<file path="src/rtl/rr_mux_arbiter_pkg.sv">
// Shared types and constants for the round-robin mux arbiter and its picker.
// Latency: n/a (declarations only).
// Backpressure: n/a (declarations only).
package rr_mux_arbiter_pkg;

   // Arbiter has no packet in flight (IDLE) or owns one source until its last beat (LOCKED).
   typedef enum logic {
      IDLE   = 1'b0,
      LOCKED = 1'b1
   } state_e;

   localparam int N_REQ_DEF  = 4;
   localparam int DATA_W_DEF = 8;

   // Width of a requester index (g, ptr); never below one bit.
   function automatic int idx_w(input int n);
      return (n > 1) ? $clog2(n) : 1;
   endfunction

endpackage

</file>
<file path="src/rtl/rr_priority_pick.sv">
// Rotating priority picker: first set request bit scanning upward from ptr, wrapping.
// Latency: purely combinational.
// Backpressure: none; result is recomputed every cycle from req and ptr.
//
// Ports:
//   req   - request vector, one bit per source
//   ptr   - index with the highest priority this cycle
//   found - some request bit is set
//   idx   - winning index (0 when found is low)
module rr_priority_pick
   import rr_mux_arbiter_pkg::*;
#(
   parameter int N_REQ = N_REQ_DEF,
   parameter int IW    = idx_w(N_REQ)
) (
   input  logic [N_REQ-1:0] req,
   input  logic [IW-1:0]    ptr,
   output logic             found,
   output logic [IW-1:0]    idx
);

   // One extra bit so ptr + offset cannot overflow before the modulo fold.
   logic [IW:0] cand;

   always_comb begin
      found = 1'b0;
      idx   = '0;
      cand  = '0;
      // Walk offsets from farthest to nearest so the nearest hit is the last write.
      for (int i = N_REQ - 1; i >= 0; i--) begin
         cand = {1'b0, ptr} + (IW+1)'(i);
         if (cand >= (IW+1)'(N_REQ)) begin
            cand = cand - (IW+1)'(N_REQ);
         end
         if (req[cand[IW-1:0]]) begin
            found = 1'b1;
            idx   = cand[IW-1:0];
         end
      end
   end

endmodule

</file>
<file path="src/rtl/rr_mux_arbiter.sv">
// Round-robin arbiter steering an N:1 data mux onto one valid/ready stream, packet-locked.
// Latency: grant one cycle after request in IDLE; datapath combinational while locked; one idle bubble between packets.
// Backpressure: out_ready passes combinationally to req_ready of the granted source only.
//
// Ports:
//   clk, rst             - clock, synchronous active-high reset
//   req_valid/data/last  - per-source beat stream, source i at data bits [i*DATA_W +: DATA_W]
//   req_ready            - per-source ready, at most one bit high
//   out_valid/data/last  - muxed output stream
//   out_ready            - downstream ready
//   grant                - registered one-hot grant, zero when idle
//   busy                 - a grant is held
module rr_mux_arbiter
   import rr_mux_arbiter_pkg::*;
#(
   parameter int N_REQ  = N_REQ_DEF,
   parameter int DATA_W = DATA_W_DEF
) (
   input  logic                      clk,
   input  logic                      rst,
   input  logic [N_REQ-1:0]          req_valid,
   input  logic [N_REQ*DATA_W-1:0]   req_data,
   input  logic [N_REQ-1:0]          req_last,
   output logic [N_REQ-1:0]          req_ready,
   output logic                      out_valid,
   output logic [DATA_W-1:0]         out_data,
   output logic                      out_last,
   input  logic                      out_ready,
   output logic [N_REQ-1:0]          grant,
   output logic                      busy
);

   localparam int IW = idx_w(N_REQ);

   state_e            state_q, state_d;
   logic [IW-1:0]     g_q, g_d;
   logic [IW-1:0]     ptr_q, ptr_d;
   logic [N_REQ-1:0]  grant_q, grant_d;

   logic              pick_found;
   logic [IW-1:0]     pick_idx;
   logic              locked;
   logic              xfer_last;

   rr_priority_pick #(
      .N_REQ (N_REQ),
      .IW    (IW)
   ) u_pick (
      .req   (req_valid),
      .ptr   (ptr_q),
      .found (pick_found),
      .idx   (pick_idx)
   );

   assign locked = (state_q == LOCKED);

   // Output mux. Gated by locked so nothing leaks through (and nothing is X) while idle;
   // only the granted source's inputs reach the outputs.
   always_comb begin
      out_valid = 1'b0;
      out_data  = '0;
      out_last  = 1'b0;
      if (locked) begin
         out_valid = req_valid[g_q];
         out_data  = req_data[int'(g_q)*DATA_W +: DATA_W];
         out_last  = req_last[g_q];
      end
   end

   // grant_q is zero outside LOCKED, so this also masks ready while idle.
   assign req_ready = grant_q & {N_REQ{out_ready}};
   assign grant     = grant_q;
   assign busy      = locked;

   assign xfer_last = out_valid && out_ready && out_last;

   always_comb begin
      state_d = state_q;
      g_d     = g_q;
      ptr_d   = ptr_q;
      grant_d = grant_q;
      case (state_q)
         IDLE: begin
            if (pick_found) begin
               state_d = LOCKED;
               g_d     = pick_idx;
               grant_d = N_REQ'(1) << pick_idx;
            end
         end
         LOCKED: begin
            // Only the final beat releases; a stalled source keeps the lock.
            if (xfer_last) begin
               state_d = IDLE;
               grant_d = '0;
               ptr_d   = (g_q == IW'(N_REQ - 1)) ? '0 : g_q + IW'(1);
            end
         end
         default: begin
            state_d = IDLE;
            grant_d = '0;
         end
      endcase
   end

   always_ff @(posedge clk) begin
      if (rst) begin
         state_q <= IDLE;
         g_q     <= '0;
         ptr_q   <= '0;
         grant_q <= '0;
      end else begin
         state_q <= state_d;
         g_q     <= g_d;
         ptr_q   <= ptr_d;
         grant_q <= grant_d;
      end
   end

endmodule

</file>
<file path="config.mk">
export PLATFORM = sky130hd
export DESIGN_NAME = rr_mux_arbiter
export DESIGN_NICKNAME = d
export VERILOG_FILES = /design/src/rtl/rr_mux_arbiter_pkg.sv /design/src/rtl/rr_priority_pick.sv /design/src/rtl/rr_mux_arbiter.sv
export SDC_FILE = /design/constraint.sdc
export NUM_CORES = 1
export LEC_CHECK = 0
export CELL_PAD_IN_SITES_DETAIL_PLACEMENT = 1
export CELL_PAD_IN_SITES_GLOBAL_PLACEMENT = 2
export CORE_UTILIZATION = 19
export DETAILED_ROUTE_END_ITERATION = 6
export PLACE_DENSITY = 0.92
export SLEW_MARGIN = 15
export SYNTH_ARGS = -nofsm -noshare
export SYNTH_HDL_FRONTEND = slang
export SYNTH_SLANG_ARGS = --single-unit
</file>
<file path="constraint.sdc">
create_clock -name clk -period 1.9 [get_ports clk]
set_input_delay 0.475 -clock clk [delete_from_list [all_inputs] [get_ports clk]]
set_output_delay 0.475 -clock clk [all_outputs]
set_load 0.03 [all_outputs]
</file>
==> results by group, run 1 <==
Drt
  – Final WL: 3.391 mm
  – Pre-Repair DR Iteration Count: 2
  – Vias per inst: 4.785
  – Initial drt markers: 12
  – DRC viols: 0
  – Wirelength per Cell: 15.48 um
  – Post-DRT Antenna Nets: 0
  – Via count: 1048

Yosys
  – Top FF cell, synth: dfxtp_1
  – Dominant cells by area after synthesis: mux4_1 (24%), dfxtp_1 (21%), and2_1 (8.6%), a32o_1 (4.6%), mux2i_1 (3.4%)
  – Mapped Cells: 85
  – Number of synthesized flops with an enable pin: 0
  – Top cell type's share of synthesized area: 0.2397
  – Area of the mapped netlist: 877.1 sq um
  – Synth area leader: mux4_1
  – Sequential area share after synthesis: 0.2054
  – Netlist cell types: 37
  – Ys Warns: 0
  – Post-synthesis async set-or-reset flop share: 0
  – Synth Register Bits: 9
  – Syn Nets: 129
  – Synth Area per Inst: 10.32 sq um

Timing
  – Pins over their slew limit: 0
  – Slew HR: 0.7450
  – Clock Skew: 0.002065 ns
  – RSZ-0062 raised after global routing: yes
  – Tmin final: 2.013 ns
  – Worst-Margin Slew: 0.3789 ns
  – Period utilisation layout: 1.059
  – Count of final setup violators: 8
  – Fin. Hold Viols: 0
  – Post-route setup slack: -0.1129 ns
  – Max Freq: 0.4968 GHz

Critical path
  – CP max stage cell: mux4_2
  – Critical path peak fanout: 9
  – CP endpoint kind: output pin
  – Kind of cell adding the most delay to the critical path: multiplexers
  – Max stage delay on crit path: 0.51 ns
  – Arrival time worst endpoint: 1.54 ns
  – Crit Path Class: flip-flop to output pin
  – CP Cell Sequence: buf_12 -> mux4_2 -> and2_4 -> buf_6
  – Worst path bufs/invs: 2
  – CP startpoint kind: flip-flop
  – Req. time, crit path: 1.42 ns

Finish
  – # diodes: 0
  – Nets: 212
  – FILL cells: 503
  – Layout cells sized above 1: 0.4132
  – Area occupied by multi-input gates: 670.6 sq um
  – Sequential cell area: 186.4 sq um
  – Non-filler cells, final: 219
  – Area delta synth->final: 98.86%

Floorplanning
  – Row count: 24
  – Vert. Die Dim: 69.95 um
  – DIE AREA: 4892 sq um
  – Core Area: 4384 sq um
  – Die width: 69.95 um
  – Initial Util: 0.2001
  – # IOs: 62

Status
  – Status: finished with violations
  – Failing checks: negative setup slack

GRT
  – Tot GR Track Use: 0.1461
  – Number of global-route vias before repair: 1130
  – Largest net degree at the start of global routing: 13
  – Grt total ovfl: 0
  – Initial antenna violation count: 0
  – First-pass GRT wire length: 5.609 mm

CTS
  – CTS buffer count: 3
  – H-tree depth: 1
  – Clk buf depth: 2
  – Clock-pin slew on the worst setup and hold paths: 0.05 ns
  – Clk root buf: clkbuf_8
  – CTS tree: yes
  – Clock Sinks: 9
  – Skew-Pair Late Insertion Delay: 0.24 ns

Place
  – Pre-CTS setup slack: -0.7353 ns
  – GP Congestion: 0.8217
  – Post-placement cell count: 213
  – DP HPWL: 2.745 mm
  – Port bufs: 61

Run
  – Max Cap Violations: 0

Power
  – Maximum vdd drop: 0.1515 mV
  – Pwr dens: 584.7 nW/um^2
  – Final Power: 1.020 mW
  – Leak: 0.7618 nW

Worst hold path
  – Hold Crit Class: flip-flop to flip-flop
## placed cells by master (no fill, tap or decap), types with 3 or more instances in the layout
cell type	n
a21oi_1	4
a32o_1	4
and2_1	4
and2_4	8
buf_4	22
buf_6	12
clkbuf_8	3
clkdlybuf4s50_1	8
dfxtp_1	6
dlygate4sd2_1	37
mux4_2	8
nand2_1	7
nor2_1	4
## worst register-to-register path: cells and delay by family (launching register included)
kind                   cells  cell delay (ns)
buffers and inverters      2             0.26
DFF                        1             0.36
AOI/OAI and AO/OA          3             0.66
muxes                      1             0.32
## cell usage after synthesis (all sizes together), types with 2 or more instances
cell type / count
a21oi: 4
a32o: 4
and2: 13
buf: 4
dfxtp: 9
inv: 2
mux2i: 4
mux4: 8
nand2: 7
nand2b: 2
nor2: 4
nor2b: 2
nor3: 2
o22ai: 2
## per-layer routing
layer  share of wire  vias up  GRT usage
li1                -      487          -
met1            0.42      505     0.1701
met2            0.50       52     0.2585
met3           0.062        4    0.02165
met4           0.018        0    0.07333
met5               0        -          0
## worst paths after layout
path / startpoint / endpoint / slack, ns / cells past startpoint
min reg2reg: grant[3]$_SDFFE_PP0P_ / grant[3]$_SDFFE_PP0P_ / 0.48 / 1
max: g_q[0]$_SDFFE_PP0P_ / out_data[7] / -0.11 / 4
max reg2reg: g_q[1]$_SDFFE_PP0P_ / grant[2]$_SDFFE_PP0P_ / 0.25 / 6
min: grant[3]$_SDFFE_PP0P_ / grant[3]$_SDFFE_PP0P_ / 0.48 / 1
## through the flow
stage	instance area [sq um]	hold slack [ns]	util	setup TNS, ns
5_1_grt	1744	0.5071	0.3978	-1.080
3_5_place_dp	1695	0.4759	0.3867	-7.391
6_report	1744	0.4798	0.3978	-0.7423
3_3_place_gp	1695	0.4782	0.3867	-6.813
2_1_floorplan	892.1	0.4765	-	0
4_1_cts	1729	0.4867	0.3944	-0.8244
## what timing repair did
item / 4_1_cts / 5_1_grt
hold buffers: 0 / 0
pin swaps: 0 / 1
setup buffers: 2 / 0
endpoints found under the setup margin: 11 / 10
cloned: 0 / 0
resized for setup: 112 / 5
## final cells by class
class	instances	share of cell area
sequential	9	0.1069
multi-input combinational	69	0.3845
clock buffer	4	0.02583
tap	52	0.03730
timing repair buffer	83	0.4412
inverter	2	0.004304
## cells by family (layout without fill, tap and decap cells)
logic type,after synthesis,in the layout,synth area share
AOI/OAI and AO/OA,20,20,0.2126
adders and majority gates,1,1,0.01426
buffers and inverters,7,89,0.04565
DFF,9,9,0.2054
muxes,13,13,0.3067
and+or+nand+nor,35,35,0.2154
## power breakdown
group,switching (mW),internal (mW)
sequential,0.0245,0.206
combinational,0.252,0.311
clock,0.0800,0.147
## registers in the layout, summed over array words and instances (netlist names)
name   count
busy       1
g_q        2
ptr_q      2
grant      4
(Power assumes the default switching activity.)
==> run 2: changes to the inputs <==
CAP_MARGIN = 20   (was default)
clock period = 2.1 ns   (was 1.9 ns; I/O delays follow)
==> results by group, run 2 (synthesis gave the netlist of run 1 again) <==
Timing
  – Tmin final: 2.068 ns
  – Pins over their slew limit: 0 (unchanged)
  – Worst-Margin Slew: 0.4187 ns (+0.03978 ns)
  – Setup_tns: 0 ns (+0.7423 ns)
  – Clock Skew: 0.0004876 ns (-0.001578 ns)
  – Count of final setup violators: 0 (-8)
  – Slew HR: 0.7183 (-0.02676)
  – Fin. Hold Viols: 0 (unchanged)
  – Period utilisation layout: 0.9849
  – Max Freq: 0.4835 GHz

Worst hold path
  – Hold Startpoint: grant[3]$_SDFFE_PP0P_
  – Hold Crit Endpoint: grant[3]$_SDFFE_PP0P_
  – Hold Crit Class: flip-flop to flip-flop
  – WHS Path Cells: 1 (unchanged)

Critical path
  – Worst reg-to-reg path cell count: 8 (+2)
  – CP startpoint kind: flip-flop
  – Reg2reg start: g_q[1]$_SDFFE_PP0P_
  – Req. time, crit path: 1.57 ns (+0.15 ns)
  – Reg2Reg Setup Slack: 0.29 ns (+0.04 ns)
  – Critical path peak fanout: 5 (-4)
  – Arrival time worst endpoint: 1.54 ns (about the same)
  – CP endpoint kind: output pin
  – RR Endpoint: grant[1]$_SDFFE_PP0P_
  – Crit Path Class: flip-flop to output pin

Finish
  – Area delta synth->final: 93.30%
  – # diodes: 0 (unchanged)
  – Layout cells sized above 1: 0.3765 (-0.03663)
  – Final instance area: 1695 sq um (-2.8%)
  – FILL cells: 501 (-0.40%)
  – Post-layout util: 0.3867 (-0.01113)
  – Nets: 207 (-2.4%)
  – Non-filler cells, final: 214 (-2.3%)
  – Max reg flops: 4 (unchanged)
  – Commonest cells after routing, fill and taps aside: dlygate4sd2_1 (34), buf_4 (19), clkdlybuf4s50_1 (11)
  – Most common cell after layout, fill and taps aside: dlygate4sd2_1

Run
  – Max Cap Violations: 0 (unchanged)

GRT
  – Number of global-route vias before repair: 1046 (-7.4%)
  – Grt total ovfl: 0 (unchanged)
  – Largest net degree at the start of global routing: 13 (unchanged)
  – Tot GR Track Use: 0.1377 (-0.008369)
  – Initial antenna violation count: 0 (unchanged)
  – First-pass GRT wire length: 5.285 mm (-5.8%)

CTS
  – Clk buf depth: 2 (unchanged)
  – CTS tree: yes
  – Skew-Pair Late Insertion Delay: 0.24 ns (about the same)
  – Clock Sinks: 9 (unchanged)
  – H-tree depth: 1 (unchanged)
  – CTS buffer count: 3 (unchanged)
  – Clk root buf: clkbuf_8
  – CTS Hold Bufs: 0 (unchanged)
  – Clock-pin slew on the worst setup and hold paths: 0.05 ns (about the same)

Floorplanning
  – Initial Util: 0.2001 (unchanged)
  – Row count: 24 (unchanged)
  – Die width: 69.95 um (unchanged)
  – Vert. Die Dim: 69.95 um (unchanged)
  – DIE AREA: 4892 sq um (unchanged)
  – # IOs: 62 (unchanged)
  – Core Area: 4384 sq um (unchanged)

Drt
  – Post-DRT Antenna Nets: 0 (unchanged)
  – Vias per inst: 4.808 (+0.48%)
  – Final WL: 3.391 mm (unchanged)
  – Wirelength per Cell: 15.85 um (+2.3%)
  – DRC viols: 0 (unchanged)
  – Initial drt markers: 19 (+7)
  – Pre-Repair DR Iteration Count: 4 (+2)
  – Via count: 1029 (-1.8%)

Place
  – GP Congestion: 0.8442 (+2.7%)
  – DP Area: 1635 sq um (-3.5%)
  – Post-placement cell count: 207 (-2.8%)
  – Port bufs: 61 (unchanged)
  – DP HPWL: 2.608 mm (-5.0%)

Power
  – Pwr dens: 536.1 nW/um^2 (-8.3%)
  – Leak: 0.7385 nW (-3.1%)
  – Maximum vdd drop: 0.1766 mV (+17%)

Status
  – Status: completed
==> run 2: routing by layer <==
layer,wire [um],track usage,share of wire,vias up
met5,0,0,0,-
met4,74,0.07333,0.022,0
met3,305,0.03030,0.090,5
met2,1685,0.2425,0.50,59
met1,1325,0.1535,0.39,486
li1,-,-,-,479
==> run 2: stage by stage <==
step / total power [mW] / setup WS, ns / hold WS (ns)
after floorplan: 0.4392 / 0.1466 / 0.4765
final: 0.9089 / 0.03178 / 0.4923
after global routing: 0.9495 / -0.0007979 / 0.5290
after detailed placement: 0.6694 / -0.6029 / 0.4807
after CTS: 0.9027 / 0.007606 / 0.4916
after global placement: 0.6592 / -0.6097 / 0.4805
==> run 2: critical path, stage by stage, from the launching register on <==
cell	delay, ns
dfxtp_4	0.37
clkbuf_16	0.15
mux4_2	0.48
and2_4	0.17
buf_6	0.13
==> run 2: worst max path at each step <==
stage,start,endpoint,slack [ns],cells after the start
after detailed placement,req_data[19],out_data[3],-0.60,4
after floorplan,g_q[0]$_SDFFE_PP0P_,out_data[1],0.15,4
after global placement,req_data[1],out_data[1],-0.61,4
final,g_q[0]$_SDFFE_PP0P_,out_data[0],0.03,4
after CTS,req_valid[3],out_valid,0.008,5
after global routing,g_q[0]$_SDFFE_PP0P_,out_data[3],-0.0008,4
==> run 2: power by group <==
group / internal [mW] / switching, mW / total [mW] / leakage, nW
clock: 0.133 / 0.0760 / 0.209 / 0.0228
sequential: 0.187 / 0.0232 / 0.210 / 0.0744
combinational: 0.268 / 0.222 / 0.490 / 0.641
total: 0.588 / 0.321 / 0.909 / 0.739
==> run 2: final cells by class <==
cell class                      count  area [sq um]  share of cell area
Timing Repair Buffer               78         742.0              0.4376
Multi-Input combinational cell     69         650.6              0.3838
Sequential cell                     9         185.2              0.1092
Tap cell                           52         65.06             0.03838
Clock buffer                        4         45.04             0.02657
Inverter                            2         7.507            0.004428
==> run 2: timing repair <==
action,CTS,global route
gates cloned,0,1
setup buffers,1,1
setup endpoints to repair,9,2
pin swaps,1,0
gates resized for setup,110,3
==> run 3: changes to the inputs <==
CAP_MARGIN = 40   (was 20)
CTS_BUF_LIST = sky130_fd_sc_hd__clkbuf_4   (was default)
==> results by group, run 3 (synthesis gave the netlist of run 1 again) <==
Timing
  – Slew HR: 0.7106 (-0.007713)
  – Clock Skew: 0.002540 ns (+0.002052 ns)
  – Post-route setup slack: 0.0002954 ns (-0.03149 ns)
  – RSZ-0062 raised after global routing: yes
  – Max Freq: 0.4763 GHz (-1.5%)
  – Count of final setup violators: 0 (unchanged)
  – Tmin final: 2.100 ns (+0.03149 ns)
  – Period utilisation layout: 0.9999 (+0.01499)
  – Worst-Margin Slew: 0.4302 ns (+0.01146 ns)
  – Pins over their slew limit: 0 (unchanged)
  – Fin. Hold Viols: 0 (unchanged)

GRT
  – Grt total ovfl: 0 (unchanged)
  – Largest net degree at the start of global routing: 13 (unchanged)
  – First-pass GRT wire length: 5.313 mm (+0.53%)
  – Number of global-route vias before repair: 1077 (+3.0%)
  – Tot GR Track Use: 0.1377 (unchanged)
  – Initial antenna violation count: 0 (unchanged)

Power
  – Pwr dens: 506.2 nW/um^2 (-5.6%)
  – Sequential power share: 0.247 (+0.016)
  – Maximum vdd drop: 0.1324 mV (-25%)
  – Switching part of the total: 0.3643 (+0.01119)
  – Leak: 0.7342 nW (-0.59%)
  – Int Pwr: 540.7 uW (-8.0%)
  – Comb pwr share: 0.576 (+0.037)
  – Net switching power: 309.8 uW (-3.5%)
  – Clock share of power: 0.177 (-0.053)

CTS
  – CTS buffer count: 3 (unchanged)
  – Clk buf depth: 2 (unchanged)
  – CTS Hold Bufs: 0 (unchanged)
  – Clk root buf: clkbuf_4
  – CTS tree: yes
  – Skew-Pair Late Insertion Delay: 0.27 ns (+0.03 ns)
  – Clock Sinks: 9 (unchanged)
  – H-tree depth: 1 (unchanged)
  – Clock-pin slew on the worst setup and hold paths: 0.06 ns (about the same)

Finish
  – Area delta synth->final: 91.58%
  – Non-filler cells, final: 214 (unchanged)
  – Max reg flops: 4 (unchanged)
  – Nets: 207 (unchanged)
  – Most common cell after layout, fill and taps aside: dlygate4sd2_1
  – Layout cells sized above 1: 0.3827 (+0.006173)
  – Commonest cells after routing, fill and taps aside: dlygate4sd2_1 (34), buf_4 (19), clkdlybuf4s50_1 (11)
  – # diodes: 0 (unchanged)

Place
  – Post-placement cell count: 207 (unchanged)
  – GP Congestion: 0.8442 (unchanged)
  – Port bufs: 61 (unchanged)
  – Pre-CTS setup slack: -0.6029 ns (unchanged)
  – DP HPWL: 2.608 mm (unchanged)

Floorplanning
  – Row count: 24 (unchanged)
  – Core Area: 4384 sq um (unchanged)
  – Initial Util: 0.2001 (unchanged)
  – DIE AREA: 4892 sq um (unchanged)
  – Vert. Die Dim: 69.95 um (unchanged)
  – # IOs: 62 (unchanged)
  – Die width: 69.95 um (unchanged)

Critical path
  – CP Cell Sequence: clkbuf_16 -> mux4_2 -> and2_4 -> buf_6
  – Max stage delay on crit path: 0.48 ns (about the same)
  – CP max stage cell: mux4_2
  – Arrival time worst endpoint: 1.57 ns (+0.03 ns)
  – Crit Path Class: flip-flop to output pin
  – CP endpoint kind: output pin
  – CP startpoint kind: flip-flop
  – Req. time, crit path: 1.57 ns (about the same)
  – Critical path peak fanout: 5 (unchanged)

Drt
  – Post-DRT Antenna Nets: 0 (unchanged)
  – Initial drt markers: 14 (-5)
  – Pre-Repair DR Iteration Count: 4 (unchanged)
  – Vias per inst: 4.841 (+0.68%)
  – DRC viols: 0 (unchanged)
  – Via count: 1036 (+0.68%)
  – Final WL: 3.388 mm (about the same)
  – Wirelength per Cell: 15.83 um (about the same)

Worst hold path
  – Hold Crit Class: flip-flop to flip-flop

Status
  – Status: completed

Run
  – Max Cap Violations: 0 (unchanged)
==> run 3: cell counts in the layout (fill, tap and decap cells not counted) <==
No cell type changed its count.
==> run 3: worst paths after layout <==
| check | start | endpoint | slack (ns) | cells past startpoint |
|---|---|---|---|---|
| min | grant[3]$_SDFFE_PP0P_ | grant[3]$_SDFFE_PP0P_ | 0.49 | 1 |
| max reg2reg | g_q[1]$_SDFFE_PP0P_ | grant[0]$_SDFFE_PP0P_ | 0.27 | 8 |
| max | g_q[0]$_SDFFE_PP0P_ | out_data[0] | 0.0003 | 4 |
| min reg2reg | grant[3]$_SDFFE_PP0P_ | grant[3]$_SDFFE_PP0P_ | 0.49 | 1 |
==> run 3: power by group through the flow <==
stage	sequential, mW	combinational, mW	clock, mW
4_1_cts	0.209	0.482	0.156
5_1_grt	0.213	0.517	0.161
3_5_place_dp	0.210	0.460	0
2_1_floorplan	0.218	0.221	0
6_report	0.210	0.490	0.151
3_3_place_gp	0.208	0.451	0
==> run 3: per-stage QoR <==
stage	hold slack, ns	power, mW	utilization	cell area [sq um]	TNS, ns
after CTS	0.4965	0.8463	0.3741	1640	-0.01588
after detailed placement	0.4807	0.6694	0.3730	1635	-5.260
final	0.4948	0.8506	0.3833	1680	0
after global routing	0.5331	0.8918	0.3833	1680	-0.2499
after global placement	0.4805	0.6592	0.3730	1635	-5.023
after floorplan	0.4765	0.4392	-	877.1	0
==> run 3: worst max-delay path, delay by kind of cell (launching register included) <==
kind	cells	cell delay (ns)
muxes	1	0.48
DFF	1	0.38
buffers and inverters	2	0.28
and+or+nand+nor	1	0.17
==> run 3: final cells by class <==
cell class	count	area [sq um]
Fill cell	505	2704
Clock buffer	4	30.03
Tap cell	52	65.06
Timing Repair Buffer	78	742.0
Sequential cell	9	185.2
Multi-Input combinational cell	69	650.6
Inverter	2	7.507
==> run 3: routing by layer <==
layer / up-vias / GRT usage / routed length (um)
li1: 479 / - / -
met2: 58 / 0.2457 / 1714
met3: 4 / 0.03030 / 295
met4: 0 / 0.06667 / 59
met1: 495 / 0.1535 / 1318
met5: - / 0 / 0
==> run 3: timing repair <==
action / in CTS / in global routing
pin swaps: 1 / 0
gates resized for setup: 110 / 3
buffers inserted: 1 / 1
cloned: 0 / 1
setup endpoints to repair: 10 / 9
hold endpoints to repair: 0 / 0
